--- config.mk ---
export PLATFORM = sky130hd
export DESIGN_NAME = rr_bus_arbiter_flat
export DESIGN_NICKNAME = d
export VERILOG_FILES = /design/src/rtl/rr_bus_arbiter_if.sv /design/src/rtl/rr_bus_arbiter.sv /design/src/flat_wrapper.sv
export SDC_FILE = /design/constraint.sdc
export NUM_CORES = 1
export LEC_CHECK = 0
export ABC_CLOCK_PERIOD_IN_PS = 3400
export BUFFER_PORTS_ARGS = -buffer_cell sky130_fd_sc_hd__buf_2
export CAP_MARGIN = 20
export CELL_PAD_IN_SITES_DETAIL_PLACEMENT = 0
export CELL_PAD_IN_SITES_GLOBAL_PLACEMENT = 1
export CORE_MARGIN = 2
export CORE_UTILIZATION = 30
export CTS_CLUSTER_SIZE = 10
export DETAILED_ROUTE_END_ITERATION = 12
export GPL_ROUTABILITY_DRIVEN = 0
export PLACE_DENSITY = 0.68
export SLEW_MARGIN = 10
export SYNTH_ARGS = -nofsm -noshare
export SYNTH_HDL_FRONTEND = slang
export SYNTH_SLANG_ARGS = --single-unit
--- constraint.sdc ---
create_clock -name clk -period 3.4 [get_ports clk]
set_input_delay 0.17 -clock clk [delete_from_list [all_inputs] [get_ports clk]]
set_output_delay 0.17 -clock clk [all_outputs]
set_load 0.05 [all_outputs]
--- src/rtl/rr_bus_arbiter_if.sv ---
// Request/grant bundle between three bus requesters and the round-robin mux arbiter.
interface rr_bus_arbiter_if;
  logic [2:0] req;
  logic [2:0] grant;
  logic [1:0] sel;
  logic       busy;
  logic       timeout;

  modport master (output req, input grant, sel, busy, timeout);
  modport slave  (input req, output grant, sel, busy, timeout);
endinterface

--- src/rtl/rr_bus_arbiter.sv ---
// Round-robin owner of the 3-requester bus mux select; grant follows req by one cycle, all outputs registered.
// No backpressure path: an owner keeps the bus at most MAX_HOLD cycles, then is handed off (timeout pulse).
module rr_bus_arbiter #(
  parameter int MAX_HOLD = 4,
  parameter int CNT_W    = 4
) (
  input  logic            clk,
  input  logic            reset,
  rr_bus_arbiter_if.slave bus
);
  typedef enum logic {IDLE, OWN} state_t;

  localparam logic [CNT_W-1:0] HOLD_MAX = CNT_W'(MAX_HOLD);
  localparam logic [CNT_W-1:0] CNT_SAT  = '1;

  state_t           state;
  logic [1:0]       last;
  logic [CNT_W-1:0] count;
  logic [2:0]       rot_req;
  logic [1:0]       ord0, ord1, ord2;
  logic [1:0]       pick;
  logic             pick_vld;
  logic             own_req;
  logic             forced;
  logic             release_now;

  // Search order starts just after the last owner, so the last owner is tried last.
  always_comb begin
    ord0 = 2'd0;
    ord1 = 2'd1;
    ord2 = 2'd2;
    unique case (last)
      2'd0:    begin ord0 = 2'd1; ord1 = 2'd2; ord2 = 2'd0; end
      2'd1:    begin ord0 = 2'd2; ord1 = 2'd0; ord2 = 2'd1; end
      default: begin ord0 = 2'd0; ord1 = 2'd1; ord2 = 2'd2; end
    endcase
  end

  always_comb begin
    rot_req = {bus.req[2], bus.req[1], bus.req[0]};
    unique case (last)
      2'd0:    rot_req = {bus.req[0], bus.req[2], bus.req[1]};
      2'd1:    rot_req = {bus.req[1], bus.req[0], bus.req[2]};
      default: rot_req = {bus.req[2], bus.req[1], bus.req[0]};
    endcase
  end

  always_comb begin
    pick     = ord0;
    pick_vld = 1'b1;
    if (rot_req[0])      pick = ord0;
    else if (rot_req[1]) pick = ord1;
    else if (rot_req[2]) pick = ord2;
    else                 pick_vld = 1'b0;
  end

  assign own_req     = |(bus.req & bus.grant);
  assign forced      = (state == OWN) && (count == HOLD_MAX);
  assign release_now = (state == OWN) && (!own_req || count == HOLD_MAX);

  always_ff @(posedge clk) begin
    if (reset) begin
      state       <= IDLE;
      last        <= 2'd2;
      count       <= '0;
      bus.grant   <= 3'b000;
      bus.sel     <= 2'b11;
      bus.busy    <= 1'b0;
      bus.timeout <= 1'b0;
    end else begin
      bus.timeout <= forced;
      if (state == IDLE || release_now) begin
        if (pick_vld) begin
          state     <= OWN;
          last      <= pick;
          count     <= CNT_W'(1);
          bus.grant <= 3'(3'b001 << pick);
          bus.sel   <= pick;
          bus.busy  <= 1'b1;
        end else begin
          state     <= IDLE;
          count     <= '0;
          bus.grant <= 3'b000;
          bus.sel   <= 2'b11;
          bus.busy  <= 1'b0;
        end
      end else if (count != CNT_SAT) begin
        count <= count + 1'b1;
      end
    end
  end

  grant_sel_consistent: assert property (@(posedge clk) disable iff (reset)
    $onehot0(bus.grant) && (bus.busy == (|bus.grant)) &&
    ((bus.sel == 2'b11) ? (bus.grant == 3'b000) : (bus.grant == 3'(3'b001 << bus.sel))));
endmodule

--- src/flat_wrapper.sv ---
// flat-port wrapper written by rule: the top's interface ports become plain ports
module rr_bus_arbiter_flat 
#(
  parameter int MAX_HOLD = 4,
  parameter int CNT_W    = 4
)
  (clk, reset, bus_req, bus_grant, bus_sel, bus_busy, bus_timeout);
  rr_bus_arbiter_if bus_i ();
  input  logic clk;
  input  logic reset;
  input wire logic [$bits(bus_i.req)-1:0] bus_req;
  output wire logic [$bits(bus_i.grant)-1:0] bus_grant;
  output wire logic [$bits(bus_i.sel)-1:0] bus_sel;
  output wire logic [$bits(bus_i.busy)-1:0] bus_busy;
  output wire logic [$bits(bus_i.timeout)-1:0] bus_timeout;
  assign bus_i.req = bus_req;
  assign bus_grant = bus_i.grant;
  assign bus_sel = bus_i.sel;
  assign bus_busy = bus_i.busy;
  assign bus_timeout = bus_i.timeout;
  rr_bus_arbiter #(.MAX_HOLD(MAX_HOLD), .CNT_W(CNT_W)) u_core (.clk(clk), .reset(reset), .bus(bus_i));
endmodule
==> run metrics <==
total CTS buffers 3; Post-synth top cells dfxtp_1 (13), nor2_1 (6), nand2_1 (5), nor3_1 (5); n_diodes 0; First-pass DRT Iterations 4; Final Setup Violations 0; NetSw 0.000111 W; fin crit share 0.507; Die Ht 49.7 um; unrepaired setup endpoints after global routing false; number of global-route vias before repair 500; clk root buf clkbuf_4; Yosys warnings 0; Hold WC Path Type primary input to flip-flop; die width 49.7 um; part of the power in registers 0.503; largest net degree at the start of global routing 13; Skew-Pair Late Insertion Delay 280 ps; first-pass GRT wire length 2.25 mm; core area 1960 um2; Post-Synthesis Net Count 80; arrival time at the worst endpoint 1920 ps; CTS clock-pin slew for the worst setup and hold paths 90 ps; critical-path cell list inv_1, ha_1, nand3b_1, nor3b_2, nor3_1, o21ai_0; vias per cell 5.22; Worst Max-Slew Pin Slew 545 ps; post-DP HPWL 980 um; via count 595; Synth area leader dfxtp_1; Max Freq 580 MHz; max-cap viol count 0; worst path required time 3600 ps; Peak supply drop 0.161 mV; Gate Count Post-Synth 73; final hold violations 0; top cells by area, synth dfxtp_1 (42%), ha_1 (4.0%), nor3_1 (4.0%); sequential fraction of the synthesis area 0.415; setup repair bufs after CTS 0; Post-synth EDFFs 0; DRT Wirelength 1.39 mm; number of remaining DRC errors 0; CTS sink count 13; max-slew violations 0; dominant register cell in the synthesized netlist dfxtp_1; DR iter-0 viols 15; # H-tree levels 1; Distinct cells, synth 30; post_cts resized 0; status finished, final reports clean; row cnt 16; Max Clock Skew 6.97 ps; switching part of the total power 0.325; post-synthesis average cell area 8.59 um2; #FFs+latches synth 13; CP max stage delay 460 ps; Die ar. 2470 um2; Max-slew headroom 0.637; # nets final 95; power share of the clock group 0.290; post-route antenna net violation count 0; Total Power 0.000342 W; routed len/inst 12.2 um; Critical Path End Type flip-flop; pwr/cell area 463 nW/um2; fillers 220; total grt overflow 0; most instantiated library cell after synthesis dfxtp_1; leakage 0.294 nW; CP Class flip-flop to flip-flop; initial core utilization 0.320; Global Route Usage Sum 0.121; initial antenna violation count 0; Yosys top cell area share 0.415; minimum clock period 1720 ps; # IOs 12; Pint 0.000230 W; layout cells sized above 1 0.207; Longest Clk Path Bufs 2; hold-fix buffers at CTS 0; CTS tree yes; async set or reset register ratio after synthesis 0; area grow syn2layout 17.8%; Crit-path slowest cell nor3b_2; buffers added on ports 11; Startpoint Class flip-flop; setup tns final 0 ps; Comb power frac 0.207; Critical Path Fanout Max 7; Syn Std Cell Area 627 um2
## registers in the layout (all words and copies together) (netlist names)
| register | count |
|---|---|
| u_core.bus.sel | 2 |
| u_core.count | 4 |
| u_core.state | 1 |
| u_core.bus.grant | 3 |
| u_core.last | 2 |
| u_core.bus.timeout | 1 |
## power groups by stage
| stage | clock network (W) | registers, W | logic, W |
|---|---|---|---|
| after detailed placement | 0 | 0.000175 | 0.0000700 |
| after CTS | 0.0000996 | 0.000172 | 0.0000708 |
| final | 0.0000991 | 0.000172 | 0.0000706 |
| after global routing | 0.000107 | 0.000174 | 0.0000769 |
| after floorplan | 0 | 0.000196 | 0.0000303 |
| after global placement | 0 | 0.000175 | 0.0000702 |
## final cells by class
cell class | count | area (um2) | area share
flip-flops and latches | 13 | 260 | 0.353
multi-input cells | 55 | 348 | 0.471
inverters | 4 | 15.0 | 0.0203
well taps | 27 | 33.8 | 0.0458
clock buffers | 4 | 26.3 | 0.0356
repair buffers | 11 | 55.1 | 0.0746
## per-stage QoR
| step | cell area, um2 | hold WS (ps) | setup WS (ps) | utilization | std cells |
|---|---|---|---|---|---|
| global route | 738 | 223 | 1490 | 0.376 | 114 |
| finish | 738 | 210 | 1680 | 0.376 | 114 |
| CTS | 738 | 207 | 1670 | 0.376 | 114 |
| floorplan | 627 | 259 | 1710 | - | 73 |
| detailed placement | 712 | 463 | 1720 | 0.363 | 110 |
| global placement | 712 | 457 | 1640 | 0.363 | 110 |
## path summary, 6_finish.rpt
check	endpoint	slack, ps	startpoint	cells past startpoint
setup reg to reg	u_core.bus.sel[0]	1680	u_core.count[0]	6
setup / recovery	u_core.bus.sel[0]	1680	u_core.count[0]	6
hold / removal	u_core.bus.grant[2]	210	bus_req[2]	3
hold reg to reg	u_core.bus.grant[0]	480	u_core.bus.grant[0]	2
## logic make-up after synthesis
group                      after synthesis  synth area share
and+or+nand+nor                         33             0.289
AOI/OAI and AO/OA                       19             0.212
DFF                                     13             0.415
buffers and inverters                    5            0.0299
adders and majority gates                2            0.0399
xor gates and xnor gates                 1            0.0140
## layer usage
metal / wire length (um) / track usage / part of all wire
met4: 36 / 0.0833 / 0.026
met1: 730 / 0.172 / 0.53
met2: 559 / 0.158 / 0.40
met5: 0 / 0 / 0
met3: 62 / 0.0303 / 0.045
## worst max-delay path: cells and delay by family, from the launching register on
kind	cells	cell delay [ps]
AO/OA/AOI/OAI	1	180
adder cells (fa/ha/maj)	1	200
buffers and inverters	1	70
flip-flops	1	430
AND/OR/NAND/NOR	3	770
## cell usage in the layout (no fill, tap or decap)
cell,instances
ha_1,2
nand2b_1,2
nor3_1,5
clkbuf_4,3
a21oi_1,3
and3_1,2
nor2b_1,2
o22ai_1,1
nand3b_2,1
o21ai_0,3
buf_2,11
nand3b_1,1
a211oi_1,2
o211ai_1,2
nor3b_2,1
nor4_1,2
dfxtp_1,13
clkbuf_1,1
o21ba_2,1
a2bb2oi_1,1
nand3_1,4
xor2_1,1
o21bai_1,1
or3_1,1
a31o_2,1
nor3b_1,1
a222oi_1,1
o32ai_1,1
nand2_1,5
inv_1,4
nor2_1,6
a31oi_1,2
(Power assumes the default switching activity.)
